===== src/rtl/uart_rx_pkg.sv =====
// Shared definitions for the UART receiver: FSM encoding, data-length codes
// and the smallest bit period the bit timer can handle.
package uart_rx_pkg;

  typedef enum logic [2:0] {
    ST_IDLE,
    ST_START,
    ST_DATA,
    ST_PARITY,
    ST_STOP,
    ST_BREAK
  } rxState_e;

  localparam logic [1:0]  BITS_5      = 2'b00;
  localparam logic [1:0]  BITS_6      = 2'b01;
  localparam logic [1:0]  BITS_7      = 2'b10;
  localparam logic [1:0]  BITS_8      = 2'b11;
  localparam logic [15:0] MIN_DIVISOR = 16'd4;

  // Index of the final data bit for a given length code.
  function automatic logic [2:0] lastBitIndex(input logic [1:0] code);
    logic [2:0] idx;
    case (code)
      BITS_5:  idx = 3'd4;
      BITS_6:  idx = 3'd5;
      BITS_7:  idx = 3'd6;
      BITS_8:  idx = 3'd7;
      default: idx = 3'd7;
    endcase
    return idx;
  endfunction

endpackage


===== src/rtl/uart_rx_baud.sv =====
// Bit-timing down-counter: load with a cycle count, tick_o is high while the
// count sits at zero so the FSM samples on that cycle and reloads.
module uart_rx_baud
  import uart_rx_pkg::*;
(
  input  logic        m_clock,
  input  logic        p_reset,
  input  logic        load_i,
  input  logic [15:0] loadValue_i,
  output logic        tick_o
);

  logic [15:0] count_q;

  always_ff @(posedge m_clock or negedge p_reset) begin
    if (!p_reset) begin
      count_q <= '0;
    end else if (load_i) begin
      count_q <= loadValue_i;
    end else if (count_q != '0) begin
      count_q <= count_q - 16'd1;
    end
  end

  assign tick_o = (count_q == '0);

endmodule


===== src/rtl/uart_rx.sv =====
// UART receiver: synchronises the line, frames start/data/parity/stop and
// holds one received byte with error flags until the consumer acknowledges.
module uart_rx
  import uart_rx_pkg::*;
(
  input  logic        m_clock,
  input  logic        p_reset,
  input  logic        RxD_i,
  input  logic [15:0] Freq_Divide_Param_i,
  input  logic [1:0]  Rx_BitLength_i,
  input  logic        Rx_ParityEN_i,
  input  logic        Rx_OddParity_i,
  input  logic        Rx_Enable_i,
  input  logic        Rx_Ack_i,
  output logic [7:0]  Rx_Data_o,
  output logic        Rx_Valid_o,
  output logic        Rx_ParityErr_o,
  output logic        Rx_FrameErr_o,
  output logic        Rx_Overrun_o,
  output logic        Rx_Busy_o
);

  rxState_e    state_q, state_d;
  logic        rxMeta_q, rxs_q, rxPrev_q;
  logic [15:0] nDiv_q;
  logic [1:0]  bitLen_q;
  logic        parEn_q, odd_q;
  logic [2:0]  bitCnt_q, bitCnt_d;
  logic [7:0]  shift_q, shift_d;
  logic        pErr_q, pErr_d;
  logic [7:0]  data_q;
  logic        valid_q, parityErr_q, frameErr_q, overrun_q;

  logic        cfgLatch, baudLoad, baudTick, frameDone, frameErrNow;
  logic [15:0] baudValue, nIn;

  // Divisors below the minimum would leave no room for a mid-bit sample.
  assign nIn = (Freq_Divide_Param_i < MIN_DIVISOR) ? MIN_DIVISOR : Freq_Divide_Param_i;

  uart_rx_baud u_baud (
    .m_clock     (m_clock),
    .p_reset     (p_reset),
    .load_i      (baudLoad),
    .loadValue_i (baudValue),
    .tick_o      (baudTick)
  );

  always_ff @(posedge m_clock or negedge p_reset) begin
    if (!p_reset) begin
      rxMeta_q <= 1'b1;
      rxs_q    <= 1'b1;
      rxPrev_q <= 1'b1;
      state_q  <= ST_IDLE;
      bitCnt_q <= '0;
      shift_q  <= '0;
      pErr_q   <= 1'b0;
      nDiv_q   <= MIN_DIVISOR;
      bitLen_q <= BITS_8;
      parEn_q  <= 1'b0;
      odd_q    <= 1'b0;
    end else begin
      rxMeta_q <= RxD_i;
      rxs_q    <= rxMeta_q;
      rxPrev_q <= rxs_q;
      state_q  <= state_d;
      bitCnt_q <= bitCnt_d;
      shift_q  <= shift_d;
      pErr_q   <= pErr_d;
      if (cfgLatch) begin
        nDiv_q   <= nIn;
        bitLen_q <= Rx_BitLength_i;
        parEn_q  <= Rx_ParityEN_i;
        odd_q    <= Rx_OddParity_i;
      end
    end
  end

  // Frame sequencing; every sample point reloads the bit timer with N-1.
  always_comb begin
    state_d     = state_q;
    bitCnt_d    = bitCnt_q;
    shift_d     = shift_q;
    pErr_d      = pErr_q;
    cfgLatch    = 1'b0;
    baudLoad    = 1'b0;
    baudValue   = nDiv_q - 16'd1;
    frameDone   = 1'b0;
    frameErrNow = 1'b0;
    case (state_q)
      ST_IDLE: begin
        if (Rx_Enable_i && !rxs_q && rxPrev_q) begin
          cfgLatch  = 1'b1;
          baudLoad  = 1'b1;
          baudValue = (nIn >> 1) - 16'd1;
          bitCnt_d  = '0;
          shift_d   = '0;
          pErr_d    = 1'b0;
          state_d   = ST_START;
        end
      end
      ST_START: begin
        if (baudTick) begin
          if (!rxs_q) begin
            baudLoad = 1'b1;
            state_d  = ST_DATA;
          end else begin
            state_d  = ST_IDLE;
          end
        end
      end
      ST_DATA: begin
        if (baudTick) begin
          shift_d[bitCnt_q] = rxs_q;
          baudLoad          = 1'b1;
          if (bitCnt_q == lastBitIndex(bitLen_q)) begin
            state_d = parEn_q ? ST_PARITY : ST_STOP;
          end else begin
            bitCnt_d = bitCnt_q + 3'd1;
          end
        end
      end
      ST_PARITY: begin
        if (baudTick) begin
          pErr_d   = ((^shift_q) ^ rxs_q) != odd_q;
          baudLoad = 1'b1;
          state_d  = ST_STOP;
        end
      end
      ST_STOP: begin
        if (baudTick) begin
          frameDone   = 1'b1;
          frameErrNow = !rxs_q;
          state_d     = rxs_q ? ST_IDLE : ST_BREAK;
        end
      end
      ST_BREAK: begin
        if (rxs_q) begin
          state_d = ST_IDLE;
        end
      end
      default: state_d = ST_IDLE;
    endcase
    if (state_q != ST_IDLE && !Rx_Enable_i) begin
      state_d   = ST_IDLE;
      frameDone = 1'b0;
      baudLoad  = 1'b0;
    end
  end

  // Holding register: an ack in the completing cycle frees the slot first.
  always_ff @(posedge m_clock or negedge p_reset) begin
    if (!p_reset) begin
      data_q      <= '0;
      valid_q     <= 1'b0;
      parityErr_q <= 1'b0;
      frameErr_q  <= 1'b0;
      overrun_q   <= 1'b0;
    end else if (frameDone && (!valid_q || Rx_Ack_i)) begin
      data_q      <= shift_q;
      parityErr_q <= pErr_q;
      frameErr_q  <= frameErrNow;
      valid_q     <= 1'b1;
      overrun_q   <= 1'b0;
    end else if (frameDone) begin
      overrun_q   <= 1'b1;
    end else if (Rx_Ack_i && valid_q) begin
      valid_q     <= 1'b0;
      overrun_q   <= 1'b0;
    end
  end

  assign Rx_Data_o      = data_q;
  assign Rx_Valid_o     = valid_q;
  assign Rx_ParityErr_o = parityErr_q;
  assign Rx_FrameErr_o  = frameErr_q;
  assign Rx_Overrun_o   = overrun_q;
  assign Rx_Busy_o      = (state_q != ST_IDLE);

endmodule

===== config.mk =====
export PLATFORM = sky130hd
export DESIGN_NAME = uart_rx
export DESIGN_NICKNAME = d
export VERILOG_FILES = /design/src/rtl/uart_rx_pkg.sv /design/src/rtl/uart_rx_baud.sv /design/src/rtl/uart_rx.sv
export SDC_FILE = /design/constraint.sdc
export NUM_CORES = 1
export LEC_CHECK = 0
export ABC_AREA = 1
export CELL_PAD_IN_SITES_DETAIL_PLACEMENT = 0
export CELL_PAD_IN_SITES_GLOBAL_PLACEMENT = 2
export CORE_UTILIZATION = 33
export CTS_CLUSTER_SIZE = 16
export DETAILED_ROUTE_END_ITERATION = 10
export PLACE_DENSITY = 0.84
export SYNTH_ARGS = -nofsm -noshare
export SYNTH_HDL_FRONTEND = slang
export SYNTH_SLANG_ARGS = --single-unit

===== constraint.sdc =====
create_clock -name m_clock -period 2.6 [get_ports m_clock]
set_clock_uncertainty 0.2 [all_clocks]
set_input_delay 0.52 -clock m_clock [delete_from_list [all_inputs] [get_ports m_clock]]
set_output_delay 0.52 -clock m_clock [all_outputs]
set_load 0.005 [all_outputs]

==> results.cfg <==
[grt]
grt_pass1_vias = 3741
grt_util_all_layers = 0.1840
antenna_found_initial = 0
first_pass_grt_wire_length_mm = 18.59
overflow = 0
grt_max_degree = 39

[synthesis]
seq_area_frac_synth = 0.3980
share_of_async_settable_or_async_resettable_flops_after_synthesis = 1.000
yosys_register_bits = 66
synth_cell_type_count = 39
postSynth.topFlopCell = dfrtp_1
syn_avg_cell_area_um2 = 7.188
synthCells = 580
number_of_warnings_reported_in_the_yosys_synthesis_log = 0
number_of_enable_type_register_cells_in_the_synthesized_netlist = 0
syn_nets = 610
synth_area_um2 = 4169

[worst_setup_path]
cp.required_ps = 2620
cp.buffers_inverters = 1
critPathMaxFanout = 3
startpoint_type = input pin
end_kind = flip-flop
cp_slowest_cell = clkdlybuf4s50_1
crit_path_depth = 14
r2r_setup_slack_ps = 380
worst-r2r-cell-count = 10
critical_path.top_delay_family = simple AND/OR/NAND/NOR gates
cell_type_with_the_highest_occurrence_count_on_the_critical_path = nand2_1
cpPeakStageDelay_ps = 420
worstSetupPathType = in -> reg
cp.arrival_ps = 2340
crit_chain = clkdlybuf4s50_1 > nor2_1 > nand2_1 > nor2_2 > nand2_1 > nand2_1 > ha_1 > nand2_1 > nor2_2 > nand2_1 > a21oi_1 > o21ai_0 > o21ai_0 > a21oi_1

[detailed_routing]
totalWireLength_mm = 11.07
drt_iter0_markers = 249
first_pass_iters = 5
final_antenna_net_count = 0
post-route-drc-count = 0
post_drt_via_cell_ratio = 4.756
vias = 3924
avgRoutedWirePerCell_um = 13.41

[timing]
timing_worst_slew_pin_value_ps = 490.4
min_period_over_period = 0.8919
timing_max_transition_violations_final = 0
post-route-min-period_ps = 2319
slew_headroom = 0.6731
finalHoldViolations = 0
max_freq_ghz = 0.4312
holdWs_ps = 154.5
finalSetupViolations = 0
crit_path_setup_slack_layout_ps = 281.2

[floorplanning]
core-area_um2 = 12160
die_width_um = 114.4
initial_utilization = 0.3428
std_cell_rows = 40
die-area_um2 = 13090
fp.dieH_um = 114.4
design.portCount = 38

[power_and_ir_drop]
cellLeakagePower_nw = 2.403
power_mw = 4.884
powerDensity_nw_per_um2 = 919.2
max-vdd-ir-drop_v = 0.0002804

[placed_design]
numPlacedInstances = 808
place.port_buffers = 37
dp_worst_setup_slack_ps = -88.85
finalWeightedCongestion = 0.8363
detailed_place_hpwl_mm = 8.704

[clock_tree]
max-clock-path-buffers = 2
tritoncts_clock_tree = built
clkTransAtPathRegs_ps = 60
clock_latency_reported_for_the_late_side_of_the_worst_skew_pair_ps = 330
cts.sinks = 66
cts-htree-levels = 3
cts_made_buffers = 9
cts.root.buffer_cell = clkbuf_16

[job]
cap_violations = 0

[final_layout]
nets = 682
layout_common_cells = 120 x nand2_1, 73 x inv_1, 72 x nor2_1
final_common_cell = nand2_1
num_antenna_cells = 0
final-instance-count-excl-fill = 825
post_route_cells_drive_above_1_share = 0.1339
syn2layout_area_growth_pct = 27.46
final.fill_count = 1247

[run_status]
run_status = completed

[worst_hold_path]
worstHoldPathType = reg -> reg
holdPathStages = 0
==> metal layers <==
metal	part of all wire	vias to the layer above	GRT usage
li1	-	2044	-
met1	0.51	1788	0.2623
met2	0.44	82	0.2865
met3	0.039	10	0.03282
met4	0.012	0	0.04935
met5	0	-	0
==> kinds of logic after synthesis <==
logic type                 count (synthesis)  share of synthesized area
and+or+nand+nor                          290                     0.3127
AOI/OAI and AO/OA                        104                     0.1372
buffers and inverters                     93                    0.09093
DFF                                       66                     0.3980
xor gates and xnor gates                  22                    0.04622
adders and majority gates                  5                    0.01501
==> registers in the layout, indices dropped and copies added (netlist names), 2 cells and up <==
register,count
state_q,3
shift_q,8
nDiv_q,16
u_baud.count_q,16
bitCnt_q,3
bitLen_q,2
Rx_Data_o,8
==> power breakdown <==
part / internal (mW) / switching [mW] / leakage [nW]
Combinational: 0.729 / 1.18 / 1.42
Sequential: 1.37 / 0.277 / 0.834
Clock: 0.847 / 0.480 / 0.150
==> final cells by class <==
class                      count  area [um2]  area share
multi-input combinational    421        2145      0.4036
tap                          168       210.2     0.03956
clock inverter                 7       102.6     0.01931
timing repair buffer          73       663.1      0.1248
sequential                    66        1659      0.3122
clock buffer                   9       225.2     0.04238
inverter                      81       309.0     0.05816
==> final timing paths <==
check	start	to
worst min register to register	rxMeta_q	rxs_q
worst max-delay path	Freq_Divide_Param_i[8]	u_baud.count_q[12]
worst max register to register	u_baud.count_q[1]	u_baud.count_q[6]
min in group asynchronous	p_reset	nDiv_q[0]
max in group asynchronous	p_reset	rxPrev_q
worst min-delay path	rxMeta_q	rxs_q
==> cell usage after synthesis, types with 2 or more instances <==
| cell type | n | area share |
|---|---|---|
| ha_1 | 5 | 0.015 |
| dfstp_2 | 6 | 0.038 |
| a21oi_1 | 29 | 0.035 |
| nand4_1 | 17 | 0.026 |
| nand2_1 | 120 | 0.11 |
| xnor2_1 | 11 | 0.023 |
| nand3_2 | 3 | 0.0072 |
| inv_2 | 6 | 0.0054 |
| nand3_1 | 43 | 0.052 |
| or2_2 | 3 | 0.0045 |
| inv_1 | 73 | 0.066 |
| nor2_2 | 2 | 0.0030 |
| nor2_1 | 76 | 0.068 |
| o22ai_1 | 6 | 0.0090 |
| nor3_1 | 16 | 0.019 |
| o31ai_1 | 4 | 0.0072 |
| o211ai_1 | 5 | 0.0090 |
| o21ai_0 | 53 | 0.064 |
| nor2_4 | 3 | 0.0081 |
| dfrtp_1 | 60 | 0.36 |
| nand2_4 | 2 | 0.0054 |
| clkbuf_1 | 4 | 0.0036 |
| xor2_1 | 11 | 0.023 |
| buf_2 | 7 | 0.0084 |
==> repair_timing <==
| item | CTS | global route |
|---|---|---|
| resized for setup | 0 | 5 |
| hold buffers | 1 | 0 |
| buffers inserted | 0 | 0 |
| endpoints found under the hold margin | 2 | 0 |
| setup endpoints to repair | 0 | 1 |
==> stage by stage <==
step | area [um2] | TNS [ps] | util
after floorplan | 4169 | 0 | -
after global placement | 4962 | -190.5 | 0.4080
after detailed placement | 4962 | -340.0 | 0.4080
after CTS | 5300 | 0 | 0.4358
after global routing | 5314 | -11.37 | 0.4369
final | 5314 | 0 | 0.4369
(Power assumes the default switching activity.)
